[config.mk]
export PLATFORM = sky130hd
export DESIGN_NAME = seq_ctrl
export DESIGN_NICKNAME = d
export VERILOG_FILES = /design/src/rtl/seq_ctrl.sv
export SDC_FILE = /design/constraint.sdc
export NUM_CORES = 1
export LEC_CHECK = 0
export CORE_MARGIN = 4
export CORE_UTILIZATION = 42
export CTS_BUF_LIST = sky130_fd_sc_hd__clkbuf_8
export DETAILED_ROUTE_END_ITERATION = 6
export PLACE_DENSITY = 0.78
export SYNTH_ARGS = -nofsm -noshare
export SYNTH_HDL_FRONTEND = slang
export SYNTH_SLANG_ARGS = --single-unit
[constraint.sdc]
create_clock -name clk -period 1.5 [get_ports clk]
set_clock_uncertainty 0.1 [all_clocks]
set_input_delay 0.15 -clock clk [delete_from_list [all_inputs] [get_ports clk]]
set_output_delay 0.15 -clock clk [all_outputs]
set_load 0.01 [all_outputs]
[src/rtl/seq_ctrl.sv]
// Multi-cycle instruction sequencer for the 16-bit core: fetch, decode, execute/multiply/memory/jump, trap.
// Optional single-step mode is enabled by defining SEQ_STEP_EN (adds the step_req input).
module seq_ctrl #(
    parameter int MUL_MAX_CYC = 16,
    parameter int CNT_W       = 5
) (
    input  logic        clk,
    input  logic        rst_n,
`ifdef SEQ_STEP_EN
    input  logic        step_req,
`endif
    input  logic [15:0] instr_rdata,
    input  logic        mem_ack,
    input  logic        alu_cout,
    input  logic        mul_done,
    output logic [15:0] ir_q,
    output logic        carry_q,
    output logic        mem_req,
    output logic        mem_we,
    output logic        addr_sel,
    output logic        pc_inc,
    output logic        pc_load,
    output logic        rf_we,
    output logic        mul_start,
    output logic        busy,
    output logic        trap
);

    typedef enum logic [2:0] {
        FETCH, DECODE, EXEC, MUL, MEM, JUMP, TRAP
    } state_t;

    state_t             state_q;
    logic [CNT_W-1:0]   cnt_q;
    logic               mul_first_q;
    logic               fetch_en;

    logic [4:0] op;
    logic       is_alu, is_mul, is_ld, is_st, is_jmp, is_nop, carry_wr;

    assign op = ir_q[15:11];

    always_comb begin
        is_alu   = 1'b0;
        is_mul   = 1'b0;
        is_ld    = 1'b0;
        is_st    = 1'b0;
        is_jmp   = 1'b0;
        is_nop   = 1'b0;
        carry_wr = 1'b0;
        case (op)
            5'b00000: is_nop = 1'b1;
            5'b01001: begin is_mul = 1'b1; carry_wr = 1'b1; end
            5'b01110: is_ld  = 1'b1;
            5'b01111: is_st  = 1'b1;
            5'b11100: is_jmp = 1'b1;
            5'b00001, 5'b00010, 5'b00011, 5'b00100, 5'b00101,
            5'b00110, 5'b00111, 5'b01000, 5'b01010, 5'b01011: begin
                is_alu   = 1'b1;
                carry_wr = 1'b1;
            end
            // bbo and stk execute but leave the carry flag alone
            5'b01100, 5'b01101: is_alu = 1'b1;
            default: ;
        endcase
    end

`ifdef SEQ_STEP_EN
    logic go_q;
    assign fetch_en = go_q;
`else
    assign fetch_en = 1'b1;
`endif

    always_ff @(posedge clk or negedge rst_n) begin
        if (!rst_n) begin
            state_q     <= FETCH;
            ir_q        <= '0;
            carry_q     <= 1'b0;
            cnt_q       <= '0;
            mul_first_q <= 1'b0;
        end else begin
            case (state_q)
                FETCH: begin
                    if (fetch_en && mem_ack) begin
                        ir_q    <= instr_rdata;
                        state_q <= DECODE;
                    end
                end
                DECODE: begin
                    if (is_alu)              state_q <= EXEC;
                    else if (is_mul) begin
                        state_q     <= MUL;
                        mul_first_q <= 1'b1;
                    end
                    else if (is_ld || is_st) state_q <= MEM;
                    else if (is_jmp)         state_q <= JUMP;
                    else if (is_nop)         state_q <= FETCH;
                    else                     state_q <= TRAP;
                end
                EXEC: begin
                    if (carry_wr) carry_q <= alu_cout;
                    state_q <= FETCH;
                end
                MUL: begin
                    mul_first_q <= 1'b0;
                    if (mul_done) begin
                        carry_q <= alu_cout;
                        state_q <= FETCH;
                    end else if (mul_first_q) begin
                        cnt_q <= '0;
                    // the increment that would land on MUL_MAX_CYC-1 is the timeout
                    end else if (cnt_q == CNT_W'(MUL_MAX_CYC - 2)) begin
                        state_q <= TRAP;
                    end else begin
                        cnt_q <= cnt_q + 1'b1;
                    end
                end
                MEM: begin
                    if (mem_ack) state_q <= FETCH;
                end
                JUMP:    state_q <= FETCH;
                TRAP:    state_q <= TRAP;
                default: state_q <= TRAP;
            endcase
        end
    end

`ifdef SEQ_STEP_EN
    // step permission is consumed by the fetch it releases, so each pulse yields one instruction
    always_ff @(posedge clk or negedge rst_n) begin
        if (!rst_n) begin
            go_q <= 1'b0;
        end else if (state_q == FETCH) begin
            if (go_q && mem_ack) go_q <= 1'b0;
            else if (step_req)   go_q <= 1'b1;
        end
    end
`endif

    // outputs are gated by rst_n so an in-flight request drops the moment reset asserts
    always_comb begin
        mem_req   = 1'b0;
        mem_we    = 1'b0;
        addr_sel  = 1'b0;
        pc_inc    = 1'b0;
        pc_load   = 1'b0;
        rf_we     = 1'b0;
        mul_start = 1'b0;
        busy      = 1'b0;
        trap      = 1'b0;
        if (rst_n) begin
            case (state_q)
                FETCH: begin
                    mem_req = fetch_en;
                    pc_inc  = fetch_en & mem_ack;
                    busy    = fetch_en;
                end
                DECODE: busy = 1'b1;
                EXEC: begin
                    rf_we = 1'b1;
                    busy  = 1'b1;
                end
                MUL: begin
                    mul_start = mul_first_q;
                    rf_we     = mul_done;
                    busy      = 1'b1;
                end
                MEM: begin
                    mem_req  = 1'b1;
                    addr_sel = 1'b1;
                    mem_we   = is_st;
                    rf_we    = mem_ack & is_ld;
                    busy     = 1'b1;
                end
                JUMP: begin
                    pc_load = 1'b1;
                    busy    = 1'b1;
                end
                TRAP:    trap = 1'b1;
                default: trap = 1'b1;
            endcase
        end
    end

endmodule
==> results_dict.tcl <==
set metrics [dict create \
    row_count 20 \
    firstDrtPassIters 4 \
    antenna_found_initial 0 \
    outcome "complete, but fails checks" \
    post-route-period-util 1.21 \
    cp.arrival_ns 1.86 \
    vias 1432 \
    synth-simple-area-share 0.180 \
    core-area_sq_um 3050 \
    initial_utilization 0.441 \
    htreeDepth 1 \
    drt_iter0_drc 84 \
    cts_inserted_buffers 3 \
    synthXorXnorAreaFrac 0 \
    max_stage_delay_ns 0.42 \
    drtAntennaViolNets 0 \
    clock_sinks 26 \
    avgRoutedWirePerCell_um 20.2 \
    clk_pin_slew_ns 0.09 \
    synth_ff_type "dfrtp_1" \
    grtUsageTotal 0.232 \
    drv_cap 0 \
    hpwl_um 2660 \
    grt_pass1_vias 1567 \
    globalplace.congestion 0.894 \
    fin_cells 261 \
    cts_tree "built" \
    cpMaxStageDelayCell "dfrtp_1" \
    p_leak_uw 0.00117 \
    yosysMostFrequentCell "dfrtp_1" \
    grt_max_degree 24 \
    cp_cell_sequence "buf_6 > buf_6 > buf_6 > or3_4 > a2111oi_4 > a21oi_2" \
    grt_pass1_wl_um 7450 \
    timing.critical_path.buf_inv 3 \
    viasPerCell 5.49 \
    die_w_um 64.6 \
    remaining_drc_errors 0 \
    fin_nets 241 \
    start_kind "flip-flop" \
    crit_path_end_kind "flip-flop" \
    synth-edff-count 0 \
    wirelength_um 5270 \
    clock_latency_ns 0.27 \
    overflow 0 \
    fp.dieArea_sq_um 4180 \
    slew_violations 0 \
    layout_min_cycle_time_ns 1.81 \
    num_antenna_cells 0 \
    critical-path-top-delay-family "compound AO/OA/AOI/OAI gates" \
    cpMostUsedCell "buf_6" \
    powerDensity_nw_per_um2 1990 \
    die_height_um 64.6 \
    synthMuxAreaShare 0.142 \
    ys_async_sr_fraction 1.00 \
    synth-seq-cells 26 \
    worst-slew-pin-transition_ns 0.376 \
    synth_nets 144 \
    cp_max_fo 4 \
    avgSynthCellArea_sq_um 11.1 \
    required_ns 1.55 \
    ir_worst_vdd_v 0.00131 \
    hold_violations 0 \
    critical_path_class "reg2reg" \
    fillCellCount 142 \
    synth_compound_area_frac 0.123 \
    synth_area_sq_um 1350 \
    synth_top_cell_area_share 0.483 \
    setup_viol 30 \
    num_io_pins 47 \
    tns_ns -4.76 \
    synth_top_family_by_area "simple AND/OR/NAND/NOR gates" \
    clockRootBuffer "clkbuf_8" \
    ys_top_cells_by_count "dfrtp_1, mux2_2, nor2_1, o21ai_0, nand2_1" \
    dp.cells 235 \
    synth.distinct_cells 40 \
    rsz0062_at_grt "yes" \
    synthAdderAreaFrac 0.0186 \
    place_ws_ns -0.402 \
    violations "negative setup slack" \
    port-buffer-count 46 \
    synthTopCellsByArea "dfrtp_1, mux2_2, o21ai_0" \
    syn_to_final_growth_pct 99.4 \
    synthCells 121 \
    yosys_warnings 0 \
    synth.largest_area_cell "dfrtp_1" \
    max_clock_freq_ghz 0.553 \
    hold_class "in2async" \
    slew_headroom 0.747 \
    ys_seq_area_frac 0.483 \
    layout_setup_ws_ns -0.310 \
    clock_path_buffers 2 \
    hold_buffers 0 \
    layout-drive-gt1-share 0.594 \
]
-- final timing paths --
path	startpoint	endpoint	slack (ns)	cells after the start
worst max-delay path	ir_q[14]	state_q[1]	-0.31	6
worst max register to register	ir_q[14]	state_q[1]	-0.31	6
min in group clk	instr_rdata[8]	ir_q[8]	0.38	2
worst min register to register	carry_q	carry_q	0.42	1
worst min-delay path	rst_n	state_q[1]	0.14	2
max in group asynchronous	rst_n	ir_q[15]	0.65	3
-- kinds of logic (layout without fill, tap and decap cells) --
kind of cell | count (synthesis) | count (layout)
DFF | 26 | 26
muxes | 17 | 17
buffers and inverters | 12 | 108
AOI/OAI and AO/OA | 24 | 24
and+or+nand+nor | 40 | 40
adders and majority gates | 2 | 2
-- report_power, final --
part	total, uW	internal [uW]	leakage (uW)	switching (uW)
Clock	465	235	0.0000288	231
Combinational	3560	2100	0.000831	1460
Sequential	1320	1020	0.000307	293
-- cell type report --
cell class	instances	area, sq um	share of cell area
Clock buffer	4	55.1	0.0205
Timing Repair Buffer	100	990	0.369
Inverter	4	15.0	0.00559
Multi-Input combinational cell	83	912	0.340
Sequential cell	26	658	0.245
Tap cell	44	55.1	0.0205
-- sequential cells by signal, indices dropped and copies added, names as in the netlist --
name / count
state_q: 3
mul_first_q: 1
cnt_q: 5
ir_q: 16
carry_q: 1
-- metal layers --
layer  part of all wire  track usage
met3              0.057       0.0520
met2               0.49        0.428
met5                  0            0
met4              0.037       0.0686
met1               0.41        0.266
-- repair_timing --
item / in CTS / in global routing
endpoints found under the setup margin: 40 / 37
gates cloned: 1 / 1
buffers inserted: 15 / 10
gates resized for setup: 102 / 45
pin swaps: 16 / 22
-- metrics by stage --
step	cell area (sq um)	util	power (uW)	hold WS (ns)
floorplan	1400	-	2390	-0.246
global placement	2090	0.685	3500	0.387
detailed placement	2090	0.685	3580	0.397
CTS	2460	0.806	4730	0.129
global route	2690	0.880	5610	0.141
finish	2690	0.880	5340	0.140
-- cells in the final DEF (no fill, tap or decap), types with 3 or more instances in the layout --
cell / count
buf_2: 4
buf_4: 25
buf_6: 29
clkbuf_8: 4
clkdlybuf4s50_1: 32
dfrtp_1: 20
dfrtp_2: 6
dlygate4sd2_1: 4
inv_1: 4
mux2_4: 16
nand2_1: 3
nor2_4: 5
o21ai_0: 3
o21ai_1: 3
Note: power is estimated with default switching activity, not from simulation.
